===== config.mk =====
export PLATFORM = sky130hd
export DESIGN_NAME = digit_entry_ctrl
export DESIGN_NICKNAME = d
export VERILOG_FILES = /design/src/rtl/sume_pkg.sv /design/src/rtl/bcd_digit_shreg.sv /design/src/rtl/digit_entry_ctrl.sv
export SDC_FILE = /design/constraint.sdc
export NUM_CORES = 1
export LEC_CHECK = 0
export ABC_AREA = 1
export CAP_MARGIN = 20
export CORE_MARGIN = 5
export CORE_UTILIZATION = 63
export CTS_BUF_LIST = sky130_fd_sc_hd__clkbuf_2
export DETAILED_ROUTE_END_ITERATION = 16
export DONT_BUFFER_PORTS = 1
export GPL_ROUTABILITY_DRIVEN = 0
export GPL_TIMING_DRIVEN = 0
export PLACE_DENSITY = 0.88
export SLEW_MARGIN = 40
export SYNTH_ARGS = -nofsm -noshare
export SYNTH_HDL_FRONTEND = slang
export SYNTH_HIERARCHICAL = 1
export SYNTH_SLANG_ARGS = --single-unit

===== constraint.sdc =====
create_clock -name clk -period 2.4 [get_ports clk]
set_input_delay 0.48 -clock clk [delete_from_list [all_inputs] [get_ports clk]]
set_output_delay 0.48 -clock clk [all_outputs]
set_load 0.005 [all_outputs]

===== src/rtl/sume_pkg.sv =====
// -----------------------------------------------------------------------------
// sume_pkg
// Shared definitions for the keypad digit-entry controller:
//   state_t    - controller state encoding
//   KEY_*      - keypad codes that are not digits
//   is_digit_key() - true for keypad codes 0..9
// -----------------------------------------------------------------------------
package sume_pkg;

    typedef enum logic [2:0] {
        ENTER_A   = 3'd0,
        ENTER_B   = 3'd1,
        LAUNCH    = 3'd2,
        WAIT_DONE = 3'd3,
        SHOW      = 3'd4
    } state_t;

    localparam logic [3:0] KEY_ENTER = 4'hA;
    localparam logic [3:0] KEY_CLEAR = 4'hB;
    localparam logic [3:0] KEY_NONE  = 4'hF;

    function automatic logic is_digit_key(input logic [3:0] code);
        return (code <= 4'd9);
    endfunction

endpackage


===== src/rtl/bcd_digit_shreg.sv =====
// -----------------------------------------------------------------------------
// bcd_digit_shreg
// NUM_DIGITS-deep shift register of 4-bit BCD digits with a saturating count
// of how many digits have been entered.
// Ports:
//   clk      - clock, rising edge
//   reset    - synchronous active-high reset
//   i_clr    - zero the value and the count
//   i_load   - replace the contents with i_digit alone (count becomes 1)
//   i_shift  - shift i_digit in as the new least significant digit
//   i_digit  - digit to load or shift
//   o_value  - current register contents, first digit entered is the MSD
//   o_count  - digits entered so far, saturating at NUM_DIGITS
// Priority: reset > i_clr > i_load > i_shift.
// -----------------------------------------------------------------------------
module bcd_digit_shreg
    import sume_pkg::*;
#(
    parameter  int NUM_DIGITS = 3,
    localparam int DW         = 4 * NUM_DIGITS,
    localparam int CW         = $clog2(NUM_DIGITS + 1)
) (
    input  logic          clk,
    input  logic          reset,
    input  logic          i_clr,
    input  logic          i_load,
    input  logic          i_shift,
    input  logic [3:0]    i_digit,
    output logic [DW-1:0] o_value,
    output logic [CW-1:0] o_count
);

    logic [DW-1:0] r_value;
    logic [CW-1:0] r_count;
    logic [DW-1:0] w_shifted;

    // A single-digit register has nothing to shift up, so the new digit
    // simply replaces the old one.
    if (NUM_DIGITS > 1) begin : g_multi
        assign w_shifted = {r_value[DW-5:0], i_digit};
    end else begin : g_single
        assign w_shifted = DW'(i_digit);
    end

    // Digit storage and entered-digit count; the count never wraps.
    always_ff @(posedge clk) begin
        if (reset) begin
            r_value <= '0;
            r_count <= '0;
        end else if (i_clr) begin
            r_value <= '0;
            r_count <= '0;
        end else if (i_load) begin
            r_value <= DW'(i_digit);
            r_count <= CW'(1);
        end else if (i_shift) begin
            r_value <= w_shifted;
            if (r_count != CW'(NUM_DIGITS)) begin
                r_count <= r_count + CW'(1);
            end
        end
    end

    assign o_value = r_value;
    assign o_count = r_count;

endmodule


===== src/rtl/digit_entry_ctrl.sv =====
// -----------------------------------------------------------------------------
// digit_entry_ctrl
// Keypad front end for a BCD adder: collects two NUM_DIGITS-digit operands,
// launches the adder, waits for its result and shows it.
// Ports:
//   clk, reset   - rising-edge clock, synchronous active-high reset
//   key_code     - keypad code (0-9 digit, A enter, B clear, C-F ignored)
//   key_valid    - one-cycle strobe qualifying key_code
//   op_a, op_b   - operands to the adder
//   add_start    - one-cycle adder launch pulse
//   add_done     - adder completion strobe
//   add_result   - BCD sum, valid with add_done
//   disp         - display word (active operand, or latched result)
//   busy         - high while the adder is running
//   err          - adder timeout flag
// Configuration:
//   ENTRY_TIMEOUT_EN - when defined, give up on the adder after
//                      TIMEOUT_CYCLES cycles, flag err and show EEEE.
//                      Otherwise wait forever and tie err low.
// -----------------------------------------------------------------------------
module digit_entry_ctrl
    import sume_pkg::*;
#(
    parameter int NUM_DIGITS     = 3,
    parameter int TIMEOUT_CYCLES = 16
) (
    input  logic                        clk,
    input  logic                        reset,
    input  logic [3:0]                  key_code,
    input  logic                        key_valid,
    output logic [4*NUM_DIGITS-1:0]     op_a,
    output logic [4*NUM_DIGITS-1:0]     op_b,
    output logic                        add_start,
    input  logic                        add_done,
    input  logic [4*(NUM_DIGITS+1)-1:0] add_result,
    output logic [4*(NUM_DIGITS+1)-1:0] disp,
    output logic                        busy,
    output logic                        err
);

    localparam int CW = $clog2(NUM_DIGITS + 1);
    localparam int RW = 4 * (NUM_DIGITS + 1);

    state_t        r_state;
    state_t        w_next_state;
    logic [RW-1:0] r_result;
    logic [CW-1:0] w_cnt_a;
    logic [CW-1:0] w_cnt_b;

    logic w_is_digit;
    logic w_is_enter;
    logic w_is_clear;
    logic w_clear_all;
    logic w_clr_b;
    logic w_load_a;
    logic w_shift_a;
    logic w_shift_b;
    logic w_latch_result;
    logic w_timeout;
    logic w_tmo_hit;

    // Key decode; anything without key_valid, and codes C-F, decode to nothing.
    assign w_is_digit = key_valid && is_digit_key(key_code);
    assign w_is_enter = key_valid && (key_code == KEY_ENTER);
    assign w_is_clear = key_valid && (key_code == KEY_CLEAR);

    // State register.
    always_ff @(posedge clk) begin
        if (reset) begin
            r_state <= ENTER_A;
        end else begin
            r_state <= w_next_state;
        end
    end

    // Next-state and datapath controls. LAUNCH and WAIT_DONE have no key
    // handling at all, which is what makes every key (even clear) a no-op
    // while busy.
    always_comb begin
        w_next_state   = r_state;
        w_clear_all    = 1'b0;
        w_clr_b        = 1'b0;
        w_load_a       = 1'b0;
        w_shift_a      = 1'b0;
        w_shift_b      = 1'b0;
        w_latch_result = 1'b0;
        w_timeout      = 1'b0;

        case (r_state)
            ENTER_A: begin
                if (w_is_clear) begin
                    w_clear_all  = 1'b1;
                    w_next_state = ENTER_A;
                end else if (w_is_digit) begin
                    w_shift_a = 1'b1;
                    // The count still holds the pre-shift value here.
                    if (w_cnt_a >= CW'(NUM_DIGITS - 1)) begin
                        w_next_state = ENTER_B;
                    end
                end else if (w_is_enter) begin
                    w_next_state = ENTER_B;
                end
            end

            ENTER_B: begin
                if (w_is_clear) begin
                    w_clear_all  = 1'b1;
                    w_next_state = ENTER_A;
                end else if (w_is_digit) begin
                    w_shift_b = 1'b1;
                    if (w_cnt_b >= CW'(NUM_DIGITS - 1)) begin
                        w_next_state = LAUNCH;
                    end
                end else if (w_is_enter && (w_cnt_b != '0)) begin
                    w_next_state = LAUNCH;
                end
            end

            LAUNCH: begin
                w_next_state = WAIT_DONE;
            end

            WAIT_DONE: begin
                if (add_done) begin
                    w_latch_result = 1'b1;
                    w_next_state   = SHOW;
                end else if (w_tmo_hit) begin
                    w_timeout    = 1'b1;
                    w_next_state = SHOW;
                end
            end

            SHOW: begin
                if (w_is_clear) begin
                    w_clear_all  = 1'b1;
                    w_next_state = ENTER_A;
                end else if (w_is_digit) begin
                    // A digit starts a fresh calculation with that digit
                    // already entered as the first digit of A.
                    w_clr_b      = 1'b1;
                    w_load_a     = 1'b1;
                    w_next_state = ENTER_A;
                end
            end

            default: begin
                w_next_state = ENTER_A;
            end
        endcase
    end

    bcd_digit_shreg #(
        .NUM_DIGITS (NUM_DIGITS)
    ) u_op_a (
        .clk     (clk),
        .reset   (reset),
        .i_clr   (w_clear_all),
        .i_load  (w_load_a),
        .i_shift (w_shift_a),
        .i_digit (key_code),
        .o_value (op_a),
        .o_count (w_cnt_a)
    );

    bcd_digit_shreg #(
        .NUM_DIGITS (NUM_DIGITS)
    ) u_op_b (
        .clk     (clk),
        .reset   (reset),
        .i_clr   (w_clear_all | w_clr_b),
        .i_load  (1'b0),
        .i_shift (w_shift_b),
        .i_digit (key_code),
        .o_value (op_b),
        .o_count (w_cnt_b)
    );

    // Result shown in SHOW: the adder sum, or all-E digits after a timeout.
    always_ff @(posedge clk) begin
        if (reset) begin
            r_result <= '0;
        end else if (w_clear_all) begin
            r_result <= '0;
        end else if (w_latch_result) begin
            r_result <= add_result;
        end else if (w_timeout) begin
            r_result <= {(NUM_DIGITS + 1){4'hE}};
        end
    end

`ifdef ENTRY_TIMEOUT_EN
    localparam int TW = $clog2(TIMEOUT_CYCLES + 1);

    logic [TW-1:0] r_tmo_cnt;
    logic          r_err;

    // Counts cycles spent in WAIT_DONE; restarts from zero on every launch.
    always_ff @(posedge clk) begin
        if (reset) begin
            r_tmo_cnt <= '0;
        end else if (r_state == WAIT_DONE) begin
            r_tmo_cnt <= r_tmo_cnt + TW'(1);
        end else begin
            r_tmo_cnt <= '0;
        end
    end

    // Expires at the end of the TIMEOUT_CYCLES-th waiting cycle.
    assign w_tmo_hit = (r_state == WAIT_DONE) &&
                       (r_tmo_cnt == TW'(TIMEOUT_CYCLES - 1));

    // Error flag survives into SHOW and is dropped when a new entry begins.
    always_ff @(posedge clk) begin
        if (reset) begin
            r_err <= 1'b0;
        end else if (w_timeout) begin
            r_err <= 1'b1;
        end else if (w_clear_all || w_load_a) begin
            r_err <= 1'b0;
        end
    end

    assign err = r_err;
`else
    assign w_tmo_hit = 1'b0;
    assign err       = 1'b0;
`endif

    // Display follows whatever the user is looking at; during the adder run
    // the last operand entered stays visible.
    always_comb begin
        disp = {4'h0, op_b};
        case (r_state)
            ENTER_A: disp = {4'h0, op_a};
            ENTER_B: disp = {4'h0, op_b};
            SHOW:    disp = r_result;
            default: disp = {4'h0, op_b};
        endcase
    end

    assign add_start = (r_state == LAUNCH);
    assign busy      = (r_state == LAUNCH) || (r_state == WAIT_DONE);

endmodule


==> results by group <==
Outcome
  – Run status: completed

Setup path
  – Crit. End Element: output port
  – Crit path capture: disp[0]
  – CP Launch Point: r_state[0]
  – Crit path launch type: flop
  – Worst flop-to-flop path endpoint: u_op_b/o_value[6]
  – R2r setup slk: 820 ps
  – Max Fanout on Critical Path: 10
  – Critical Path RT: 1920 ps
  – Crit Path Category: flop to output port
  – R2r worst-path depth: 8
  – Reg-to-Reg Start: r_state[2]
  – Worst Path Arrival: 1730 ps

Layout
  – Total Nets Final: 370
  – Final core utilization: 68.1%
  – Layout cells sized above 1: 13.6%
  – Diode count: 0
  – Commonest non-fill, non-tap cell in the layout: nand2_1
  – Fin area: 2460 µm²
  – Synth-to-layout area growth: 6.80%
  – Most frequent cells in the layout: nand2_1 (108), dfxtp_1 (47), a21oi_1 (37)

Clock tree
  – PostCTS Resize Cnt: 0
  – Post-CTS Setup Repair Bufs: 0
  – Post-CTS Hold Buffers: 0
  – Htree depth: 2
  – Root Driver: clkbuf_2
  – Clock Sink Count: 47
  – Clk buf depth: 2
  – TritonCTS clock tree: done
  – Clk Latency, worst-skew pair: 420 ps
  – CTS Buf Count: 5
  – Clk slew on worst S/H paths: 210 ps

Global routing
  – Initial antenna violation count: 0
  – First-pass GRT wire length: 9600 µm
  – Congestion Overflow GR: 0
  – Largest net degree at the start of global routing: 15
  – Vias in the first global route: 2065
  – Total GRT Usage: 23.9%

STA
  – Final Max Slew Viols: 0
  – Final Cycle Share: 92.0%
  – Fmax achieved: 453 MHz
  – Final count of hold timing violations: 0
  – Hold_ws: 113 ps
  – Final setup violation count: 0
  – Period minus WS final: 2210 ps
  – RSZ-0062 raised after global routing: no
  – Final setup TNS: 0 ps
  – Setup ws final: 193 ps
  – Clock Skews: 22.3 ps

Routing
  – Wire length per cell: 14.9 µm
  – Vias per inst: 5.67
  – Routed via count: 2228
  – Final ANT Viol Nets: 0
  – DR pass1 iterations: 5
  – Post-Route WL: 5840 µm
  – # DRC: 0
  – DRT iter0 DRCs: 195

Worst hold path
  – Min-Delay Startpoint: reset
  – Worst Hold Class: input pin to flop

Placed design
  – I/O Buffers: 0
  – Pre-CTS setup slack: 587 ps
  – Placed standard-cell area: 2370 µm²
  – Hpwl dp: 4370 µm

Floorplanning
  – Die X: 70.4 µm
  – # IOs: 67
  – Die height: 70.4 µm
  – Initial Utilization: 63.8%
  – Row count: 22
  – Core box area: 3610 µm²
  – Die Area: 4960 µm²

Power
  – Pwr Density: 844 nW/µm²
  – Lkg Pwr: 0.962 nW
  – Max IR drop VDD: 0.425 mV

Yosys
  – Mean post-synth cell area: 6.84 µm²
  – Yosys reg bits: 47
  – Yosys cell types: 23
  – YS warnings: 6
  – Netlist Area Pre-Place: 2300 µm²
  – Seq/Total Area, Yosys: 40.9%
  – Mapped Cells: 336

Flow run
  – Total of max-cap violations: 0
-- layout make-up --
class,count,area (µm²)
clock inverter,2,60.1
multi-input combinational,246,1170
fill,318,1150
sequential,47,941
buffer,12,72.6
tap,48,60.1
clock buffer,6,30.0
inverter,32,120
-- per-stage QoR --
stage,power (mW),instances
floorplan,1.40,338
global placement,1.52,386
detailed placement,1.54,386
CTS,2.08,394
global route,2.20,393
finish,2.07,393
-- per-layer routing --
metal	track usage [%]	share of wire [%]	wire length [µm]	vias to the layer above
met1	29.5	40	2340	1016
met5	0	0	0	-
met3	6.47	8.4	489	11
li1	-	-	-	1107
met4	8.30	1.8	106	0
met2	39.9	50	2910	94
-- registers in the layout, summed over array words and instances, names as in the netlist --
| register | count |
|---|---|
| u_op_a/o_count | 2 |
| u_op_b/o_count | 2 |
| u_op_a/o_value | 12 |
| r_result | 16 |
| u_op_b/o_value | 12 |
| r_state | 3 |
-- critical path: stages (launching register included) --
cell and delay, ps:
dfxtp_1 380, nor2_2 210, nand2_2 170, inv_2 130
buf_2 200, nand2_1 100, nand3_1 120
-- power by group --
| group | internal, mW | total (mW) | leakage (nW) | switching (mW) |
|---|---|---|---|---|
| Combinational | 0.179 | 0.612 | 0.527 | 0.433 |
| Sequential | 0.848 | 0.922 | 0.381 | 0.0737 |
| Clock | 0.285 | 0.541 | 0.0532 | 0.256 |
-- logic make-up (layout without fill, tap and decap cells) --
family	Yosys count	count (layout)	synth area share (%)
other cells	1	3	0.163
simple gates	193	193	38.4
flops	47	47	40.9
fa+ha+maj	2	2	1.09
compound gates	48	48	10.9
buf+inv	45	52	8.54
-- worst min path at each step --
stage | endpoint | slack, ps | cells past startpoint
finish | r_state[2] | 110 | 1
floorplan | r_result[12] | 440 | 2
global placement | r_result[12] | 450 | 2
detailed placement | r_result[9] | 450 | 2
CTS | r_state[2] | 90 | 1
global route | r_state[2] | 70 | 1
-- Yosys cell counts --
master / number / area share, %
a21oi_1: 37 / 8.1
a21oi_2: 1 / 0.38
buf_2: 4 / 0.87
buf_4: 2 / 0.65
buf_6: 2 / 0.98
clkbuf_1: 5 / 0.82
conb_1: 1 / 0.16
dfxtp_1: 47 / 41
ha_1: 2 / 1.1
inv_1: 23 / 3.8
inv_2: 9 / 1.5
nand2_1: 109 / 18
nand2_2: 4 / 1.1
nand3_1: 17 / 3.7
nand3_2: 6 / 2.6
nand4_1: 18 / 4.9
nor2_1: 29 / 4.7
nor2_2: 5 / 1.4
nor2_4: 3 / 1.5
nor3_1: 1 / 0.22
nor4_2: 1 / 0.54
o21ai_0: 9 / 2.0
o21bai_2: 1 / 0.49
No activity file was read; power rests on OpenSTA's default activity.
